<file path="src/rtl/mem_responder_if.sv">
// ============================================================================
// Module : mem_responder_if
// Brief  : Request/response bus between the core and its byte-wide RAM.
// Rev    : 1.0  initial release
// ============================================================================
`default_nettype none

interface mem_responder_if #(
    parameter int ADDRW = 16
);
    logic             req_valid;
    logic             req_ready;
    logic             req_write;
    logic             req_burst;
    logic [ADDRW-1:0] req_addr;
    logic [7:0]       req_wdata;
    logic             rsp_valid;
    logic             rsp_ready;
    logic [31:0]      rsp_data;
    logic             rsp_err;

    modport master (
        output req_valid, req_write, req_burst, req_addr, req_wdata, rsp_ready,
        input  req_ready, rsp_valid, rsp_data, rsp_err
    );

    modport slave (
        input  req_valid, req_write, req_burst, req_addr, req_wdata, rsp_ready,
        output req_ready, rsp_valid, rsp_data, rsp_err
    );
endinterface

`default_nettype wire

</file>
<file path="src/rtl/mem_responder.sv">
// ============================================================================
// Module : mem_responder
// Brief  : Byte RAM answering single reads/writes and 4-byte fetch bursts.
// Rev    : 1.0  initial release
// ============================================================================
`default_nettype none

module mem_responder #(
    parameter int RAMSIZE = 64,
    parameter int ADDRW   = 16
) (
    input  wire logic       clk,
    input  wire logic       reset,
    mem_responder_if.slave  bus
);

    localparam int AW = (RAMSIZE > 4) ? $clog2(RAMSIZE) : 2;

    localparam logic [1:0] c_IDLE  = 2'd0;
    localparam logic [1:0] c_RD    = 2'd1;
    localparam logic [1:0] c_BURST = 2'd2;
    localparam logic [1:0] c_RESP  = 2'd3;

    localparam logic [ADDRW-1:0] c_RAMSIZE = ADDRW'(RAMSIZE);
    localparam logic [AW:0]      c_WRAP    = (AW+1)'(RAMSIZE);

    logic [1:0]    r_state;
    logic [1:0]    w_next_state;
    logic          r_ready;
    logic [AW-1:0] r_addr;
    logic [1:0]    r_cnt;
    logic [31:0]   r_rsp_data;
    logic          r_rsp_err;
    logic [7:0]    r_ram [RAMSIZE];

    logic          w_accept;
    logic          w_oor;
    logic [AW:0]   w_sum;
    logic [AW:0]   w_wrap;
    logic [AW-1:0] w_idx;
    logic [7:0]    w_rd_byte;

    // r_ready is only ever set when the next state is IDLE, so it also implies IDLE.
    assign w_accept  = r_ready && bus.req_valid;
    assign w_oor     = (bus.req_addr >= c_RAMSIZE);

    // Burst address wraps modulo RAMSIZE; works for non-power-of-two sizes too.
    assign w_sum     = {1'b0, r_addr} + (AW+1)'(r_cnt);
    assign w_wrap    = w_sum - c_WRAP;
    assign w_idx     = (w_sum >= c_WRAP) ? w_wrap[AW-1:0] : w_sum[AW-1:0];
    assign w_rd_byte = r_ram[w_idx];

    assign bus.req_ready = r_ready;
    assign bus.rsp_valid = (r_state == c_RESP);
    assign bus.rsp_data  = r_rsp_data;
    assign bus.rsp_err   = r_rsp_err;

    always_comb begin
        w_next_state = r_state;
        case (r_state)
            c_IDLE: begin
                if (w_accept) begin
                    if (w_oor || bus.req_write) w_next_state = c_RESP;
                    else if (bus.req_burst)     w_next_state = c_BURST;
                    else                        w_next_state = c_RD;
                end
            end
            c_RD:    w_next_state = c_RESP;
            c_BURST: if (r_cnt == 2'd3) w_next_state = c_RESP;
            c_RESP:  if (bus.rsp_ready) w_next_state = c_IDLE;
            default: w_next_state = c_IDLE;
        endcase
    end

    always_ff @(posedge clk or negedge reset) begin
        if (!reset) begin
            r_state    <= c_IDLE;
            r_ready    <= 1'b0;
            r_addr     <= '0;
            r_cnt      <= 2'd0;
            r_rsp_data <= 32'd0;
            r_rsp_err  <= 1'b0;
        end else begin
            r_state <= w_next_state;
            r_ready <= (w_next_state == c_IDLE);
            case (r_state)
                c_IDLE: begin
                    if (w_accept) begin
                        r_addr <= bus.req_addr[AW-1:0];
                        r_cnt  <= 2'd0;
                        if (w_oor) begin
                            r_rsp_data <= 32'd0;
                            r_rsp_err  <= 1'b1;
                        end else if (bus.req_write) begin
                            r_rsp_data <= 32'd0;
                            r_rsp_err  <= 1'b0;
                        end
                    end
                end
                c_RD: begin
                    r_rsp_data <= {24'd0, w_rd_byte};
                end
                c_BURST: begin
                    r_rsp_data[{r_cnt, 3'b000} +: 8] <= w_rd_byte;
                    r_cnt <= r_cnt + 2'd1;
                end
                c_RESP: begin
                    if (bus.rsp_ready) r_rsp_err <= 1'b0;
                end
                default: ;
            endcase
        end
    end

    // RAM is deliberately outside the reset domain so contents survive reset.
    always_ff @(posedge clk) begin
        if (w_accept && bus.req_write && !w_oor)
            r_ram[bus.req_addr[AW-1:0]] <= bus.req_wdata;
    end

endmodule

`default_nettype wire

</file>
<file path="src/flat_wrapper.sv">
// flat-port wrapper written by rule: the top's interface ports become plain ports
module mem_responder_flat 
#(
    parameter int RAMSIZE = 64,
    parameter int ADDRW   = 16
)
  (clk, reset, bus_req_valid, bus_req_write, bus_req_burst, bus_req_addr, bus_req_wdata, bus_rsp_ready, bus_req_ready, bus_rsp_valid, bus_rsp_data, bus_rsp_err);
  mem_responder_if #(.ADDRW(ADDRW)) bus_i ();
  input  wire logic clk;
  input  wire logic reset;
  input wire logic [$bits(bus_i.req_valid)-1:0] bus_req_valid;
  input wire logic [$bits(bus_i.req_write)-1:0] bus_req_write;
  input wire logic [$bits(bus_i.req_burst)-1:0] bus_req_burst;
  input wire logic [$bits(bus_i.req_addr)-1:0] bus_req_addr;
  input wire logic [$bits(bus_i.req_wdata)-1:0] bus_req_wdata;
  input wire logic [$bits(bus_i.rsp_ready)-1:0] bus_rsp_ready;
  output wire logic [$bits(bus_i.req_ready)-1:0] bus_req_ready;
  output wire logic [$bits(bus_i.rsp_valid)-1:0] bus_rsp_valid;
  output wire logic [$bits(bus_i.rsp_data)-1:0] bus_rsp_data;
  output wire logic [$bits(bus_i.rsp_err)-1:0] bus_rsp_err;
  assign bus_i.req_valid = bus_req_valid;
  assign bus_i.req_write = bus_req_write;
  assign bus_i.req_burst = bus_req_burst;
  assign bus_i.req_addr = bus_req_addr;
  assign bus_i.req_wdata = bus_req_wdata;
  assign bus_i.rsp_ready = bus_rsp_ready;
  assign bus_req_ready = bus_i.req_ready;
  assign bus_rsp_valid = bus_i.rsp_valid;
  assign bus_rsp_data = bus_i.rsp_data;
  assign bus_rsp_err = bus_i.rsp_err;
  mem_responder #(.RAMSIZE(RAMSIZE), .ADDRW(ADDRW)) u_core (.clk(clk), .reset(reset), .bus(bus_i));
endmodule
</file>
<file path="config.mk">
export PLATFORM = sky130hd
export DESIGN_NAME = mem_responder_flat
export DESIGN_NICKNAME = d
export VERILOG_FILES = /design/src/rtl/mem_responder_if.sv /design/src/rtl/mem_responder.sv /design/src/flat_wrapper.sv
export SDC_FILE = /design/constraint.sdc
export NUM_CORES = 1
export LEC_CHECK = 0
export CAP_MARGIN = 25
export CORE_MARGIN = 8
export CORE_UTILIZATION = 45
export CTS_CLUSTER_SIZE = 20
export DETAILED_ROUTE_END_ITERATION = 8
export REMOVE_ABC_BUFFERS = 1
export SETUP_SLACK_MARGIN = 0.05
export SLEW_MARGIN = 0
export SYNTH_ARGS = -nofsm -noshare
export SYNTH_HDL_FRONTEND = slang
export SYNTH_SLANG_ARGS = --single-unit
</file>
<file path="constraint.sdc">
create_clock -name clk -period 4.1 [get_ports clk]
set_clock_uncertainty 0.15 [all_clocks]
set_input_delay 0.82 -clock clk [delete_from_list [all_inputs] [get_ports clk]]
set_output_delay 0.82 -clock clk [all_outputs]
set_load 0.05 [all_outputs]
</file>
Word level (Yosys, flattened, before mapping)
Memory sizes are Yosys's and may differ from the RTL's.
Index checks and enable logic that the tools add are counted.

word-level totals
  flip-flop bits (word level) = 44
  RAM bits = 512
  input port bits = 30
  output and inout port bits = 35
  logic and storage cells = 57
  memories kept = 1

operators by class
  add/subtract/negate cells = 4
  $lt $le $gt $ge = 2
  equality and inequality tests = 7
  shift-type cells = 2
  multiplexer cells = 21
  reductions and logical operators = 14

memory list
  name          words  bits a word  rd ports  clocked after Yosys merged registers in  wr ports  line                 RTL
  u_core.r_ram  64     8            1         0                                        1         mem_responder.sv:34  logic [7:0] r_ram [RAMSIZE];

operator list
  cell                    number
  $mux 32                 3
  $pmux 32 s3             1
  $bwmux 32               1
  $shift 8x7->32 const A  1
  $shiftx 8x7->32         1
  $ge 16x7->1 const B     1
  $mux 2                  6
  $pmux 2 s4              1
  $add 6x2->7             1
  $ge 7x7->1 const B      1
  $neg 5->7               1
  $eq 2x2->1 const B      3
  $mux 1                  6
  $mux 6                  1
  $sub 6x1->6 const B     1
  $logic_not 2->1         2
  $pmux 2 s2              1
  $reduce_and 2->1        2
  $reduce_and 4->1        1
  $reduce_bool 2->1       2
  $logic_and 1x1->1       3
  $ne 3x2->1 const B      1
  $reduce_and 3->1        1
  $reduce_bool 3->1       1
  other kinds (7)         7

Logic depth before layout (Yosys ltp)
Gate-level depths: netlist of run 1.
An unclocked memory read counts as a cell.

  depth after elaboration = 7
  mapped depth = 13
  depth with buffers taken out = 9

Worst setup path after synthesis of run 1
OpenSTA, ideal clock, no wires.

  path type = register to register
  start point = register u_core.r_cnt[0]
  end point = register u_core.r_rsp_data[5] (netlist: u_core.bus.rsp_data[5])
  arrival = 2.890 ns
  data required time = 3.821 ns
  setup slack = 0.931 ns
  stages on the path, launching flop included = 12
  buffers on the path = 3
  clock period less this slack = 3.169 ns
  cells stage by stage = dfrtp_1 ha_1 inv_1 fa_1 buf_4 buf_2 buf_1 mux4_2 mux2i_1 o211ai_1 a32oi_2 o21ai_1

on the way
  cells in the longest elaborated chain, start to end = 7
  elaborated cells on any way between the ends = 10
  those cells by class = add/sub: 3; order compare: 1; shift: 2; mux: 3; memory: 1

RTL lines
  what                                       line                                      RTL
  from (decl)                                mem_responder.sv:31                       logic [1:0] r_cnt;
  from (signal assigned)                     mem_responder.sv:105                      r_cnt <= r_cnt + 2'd1;
  $add 6x2->7                                mem_responder.sv:48                       assign w_sum = {1'b0, r_addr} + (AW+1)'(r_cnt);
  $sub 6x1->6 or $ge 7x7->1 (tied branches)  mem_responder.sv:49, mem_responder.sv:50
  $mux 6                                     mem_responder.sv:50                       assign w_idx = (w_sum >= c_WRAP) ? w_wrap[AW-1:0] : w_sum[AW-1:0];
  $mem_v2 64x8                               -
  $shiftx 8x7->32                            mem_responder.sv:104                      r_rsp_data[{r_cnt, 3'b000} +: 8] <= w_rd_byte;
  $bwmux 32                                  mem_responder.sv:104
  $pmux 32 s3 (*)                            mem_responder.sv:86                       case (r_state)
  to (signal assigned)                       mem_responder.sv:101                      r_rsp_data <= {24'd0, w_rd_byte};
  to (signal, indexed assignment)            mem_responder.sv:104
  to (decl)                                  mem_responder.sv:32                       logic [31:0] r_rsp_data;

Every way passes the cells marked *; elsewhere a longest branch is shown, timed or not.
A chain may end at the register's enable or synchronous reset.

Worst setup path in the final report of run 1
  start point = register u_core.r_cnt[1]
  end point = register u_core.r_rsp_data[9] (netlist: u_core.bus.rsp_data[9])

on the way
  cells in the longest elaborated chain, start to end = 7
  elaborated cells on any way between the ends = 10
  those cells by class = add/sub: 3; order compare: 1; shift: 2; mux: 3; memory: 1

RTL lines
  what                                       line
  $add 6x2->7                                mem_responder.sv:48
  $sub 6x1->6 or $ge 7x7->1 (tied branches)  mem_responder.sv:49, mem_responder.sv:50
  $mux 6                                     mem_responder.sv:50
  $mem_v2 64x8                               -
  $shiftx 8x7->32                            mem_responder.sv:104
  $bwmux 32 (*)                              mem_responder.sv:104
  $pmux 32 s3 (*)                            mem_responder.sv:86

Marks and branches as above.

==> results.ini, run 1 <==
[floorplanning]
start_util_pct=45.3
die_width_um=240
die_y_um=240
ios=65
die_area_sq_um=57600
rows=82
core_area_sq_um=49900

[layout]
post-route-cell-area_sq_um=26600
layout.core_utilization_pct=53.4
nFillCells=4006
instances_no_fill=2226
diodes=0
nets=1551
syn_to_final_growth_pct=17.9
final_layout_size_suffix_gt1_share_pct=18.7

[route]
dr.first_iter.drc_count=1178
ant_nets=0
wire_per_inst_um=25.2
vias=12700
drc=0
routed_wl_um=56100
drt-vias-per-instance=5.70
drt_pass1_iterations=5

[sta]
rsz0062_at_grt=false
setup_tns_ns=0
timing.final.crit_share_pct=94.9
worst_pin_slew_ns=0.988
finalSetupViolCount=0
drv_slew=0
hold_violations=0
maxSlewHeadroom_pct=34.1
fin_ws_ns=0.208
period_minus_slack_ns=3.89
clock.fmax_ghz=0.257
hold_ws_ns=0.0669

[global_routing]
grt_start_max_net_pins=53
globalRouteOverflowTotal=0
grt_pass1_wl_um=83000
grtUsageTotal_pct=19.5
antenna_found_initial=0
grt_pass1_vias=12600

[worst_hold_path]
hold_class=in2async

[yosys]
synth_largest_area_cell=edfxtp_1
synth_top_area_share_pct=68.0
synth-edff-count=512
synth-seq-cells=556
synth-warning-count=0
synth_most_common_cell=edfxtp_1
syn_area_sq_um=22600
yosysUniqueCellTypes=62
yosys-top-cells-area=edfxtp_1, mux2i_1, mux4_2
seq_area_frac_synth_pct=72.9
synth.avg_cell_area_sq_um=17.0
synth_commonest_cells=edfxtp_1, mux2i_1, nand3_1
syn_inst=1329
synthFlopType=edfxtp_1
async_flop_share_pct=7.91

[placement]
dp_hpwl_um=37600
dpl_worst_slack_ns=0.112
gp_congestion=0.838
port_buffers=64
placed_area_sq_um=24800
placedCellCount=2121

[setup_path]
arrival_ns=4.22
cpPeakStageDelay_ns=1.09
cp-end-kind=flip-flop
slowest_stage=fa_4
path_cells=inv_1 -> fa_4 -> buf_4 -> mux4_2 -> and2_1 -> a2111oi_1 -> a311oi_1 -> a32oi_2 -> o21ai_1
timing.critical_path.required_ns=4.43
crit_fanout=15
crit_type=reg2reg
cp-start-kind=flip-flop

[job]
drv_cap=0

[clock_tree]
cts_tree=built
cts_buffers=56
htreeDepth=2
cts_sinks=556
cts-root-buf=clkbuf_16
cts.clk_slew.worst_paths_ns=0.06
cts_buffer_depth=3
clk_latency_ns=0.61

[power_and_ir_drop]
p_leak_nw=9.21
peakVddDrop_mv=0.513
p_per_area_nw_per_um2=783
p_total_mw=20.9

[run_status]
status=completed

## per-layer routing
| layer | up-vias | global-route usage, % | routed length (um) |
|---|---|---|---|
| met5 | - | 0 | 0 |
| met4 | 0 | 8.25 | 2120 |
| met3 | 102 | 3.64 | 3930 |
| met2 | 491 | 29.9 | 25600 |
| met1 | 6430 | 27.2 | 24500 |
| li1 | 5655 | - | - |
## power breakdown
group	leakage, nW	total, mW	internal [mW]	switching (mW)
clock	0.913	5.08	3.01	2.07
combinational	3.11	9.41	3.71	5.70
sequential	5.19	6.38	6.28	0.101
## timing repair
item	CTS	global route
hold buffers	0	0
buffers inserted	0	0
gates resized for setup	0	4
setup endpoints to repair	0	11
hold endpoints to repair	0	0
## critical path, delay by kind of cell (launching register included)
kind / cells / cell delay [ns]
buf+inv: 2 / 0.40
mux: 1 / 0.29
fa+ha+maj: 1 / 1.09
flops: 1 / 0.46
compound gates: 4 / 1.19
simple gates: 1 / 0.16
## cells in the final DEF, fill, tap and decap left out, types with 6 or more instances in the layout
cell type / instances
a22o_1: 19
and2_1: 6
ha_1: 11
clkinv_2: 11
mux4_1: 11
buf_4: 115
clkbuf_8: 6
clkinv_1: 8
mux2i_1: 132
a21oi_1: 8
nor2_1: 74
nand3_1: 95
clkbuf_16: 58
edfxtp_1: 512
o21ai_1: 31
o211ai_1: 12
a22oi_1: 16
clkbuf_1: 13
buf_2: 9
o21ai_0: 17
nor2b_1: 6
mux4_2: 56
dfrtp_1: 44
nand2_1: 87
a32oi_2: 6
clkdlybuf4s50_1: 55
a31oi_1: 6
buf_12: 8
nand4_1: 26
inv_1: 13
## final timing paths
kind,to,start,depth (start not counted),slack (ns)
worst min register to register,u_core.bus.rsp_data[10]$_DFFE_PN0P_,u_core.bus.rsp_data[10]$_DFFE_PN0P_,2,0.33
worst min-delay path,u_core.bus.rsp_data[1]$_DFFE_PN0P_,reset,1,0.07
min in group clk,u_core.bus.rsp_data[10]$_DFFE_PN0P_,u_core.bus.rsp_data[10]$_DFFE_PN0P_,2,0.33
worst max-delay path,u_core.bus.rsp_data[9]$_DFFE_PN0P_,u_core.r_cnt[1]$_DFFE_PN0P_,9,0.21
worst max register to register,u_core.bus.rsp_data[9]$_DFFE_PN0P_,u_core.r_cnt[1]$_DFFE_PN0P_,9,0.21
max in group asynchronous,u_core.r_addr[2]$_DFFE_PN0P_,reset,2,3.23
## kinds of logic (layout without fill, tap and decap cells)
logic type               after synthesis  after routing  share of synthesized area (%)
flip-flops                           556            556                           72.9
AND/OR/NAND/NOR                      333            333                           7.06
multiplexers                         200            200                           12.8
AO/OA/AOI/OAI                        141            141                           4.54
buffers and inverters                 81            306                           1.70
adder cells (fa/ha/maj)               13             13                          0.753
XOR/XNOR                               5              5                          0.277
## sequential cells by signal (all words and copies together), names as in the netlist
| signal | count |
|---|---|
| u_core.bus.req_ready | 1 |
| u_core.bus.rsp_data | 32 |
| u_core.bus.rsp_err | 1 |
| u_core.r_addr | 6 |
| u_core.r_cnt | 2 |
| u_core.r_ram | 512 |
| u_core.r_state | 2 |
## final cells by class
type                       count  area, sq um  share of cell area (%)
clock buffer                  78         1590                    5.97
clock inverter                26          253                   0.949
inverter                      14         52.6                   0.197
multi-input combinational    692         5780                    21.7
sequential                   556        16500                    61.9
tap                          672          841                    3.16
timing repair buffer         188         1650                    6.18
No activity file was read; power rests on OpenSTA's default activity.
==> run 2: changes to the inputs <==
- SKIP_CTS_REPAIR_TIMING: default -> 1
==> results of run 2 <==
Same layout as run 1: the final DEF is identical, and so are final timing and power.
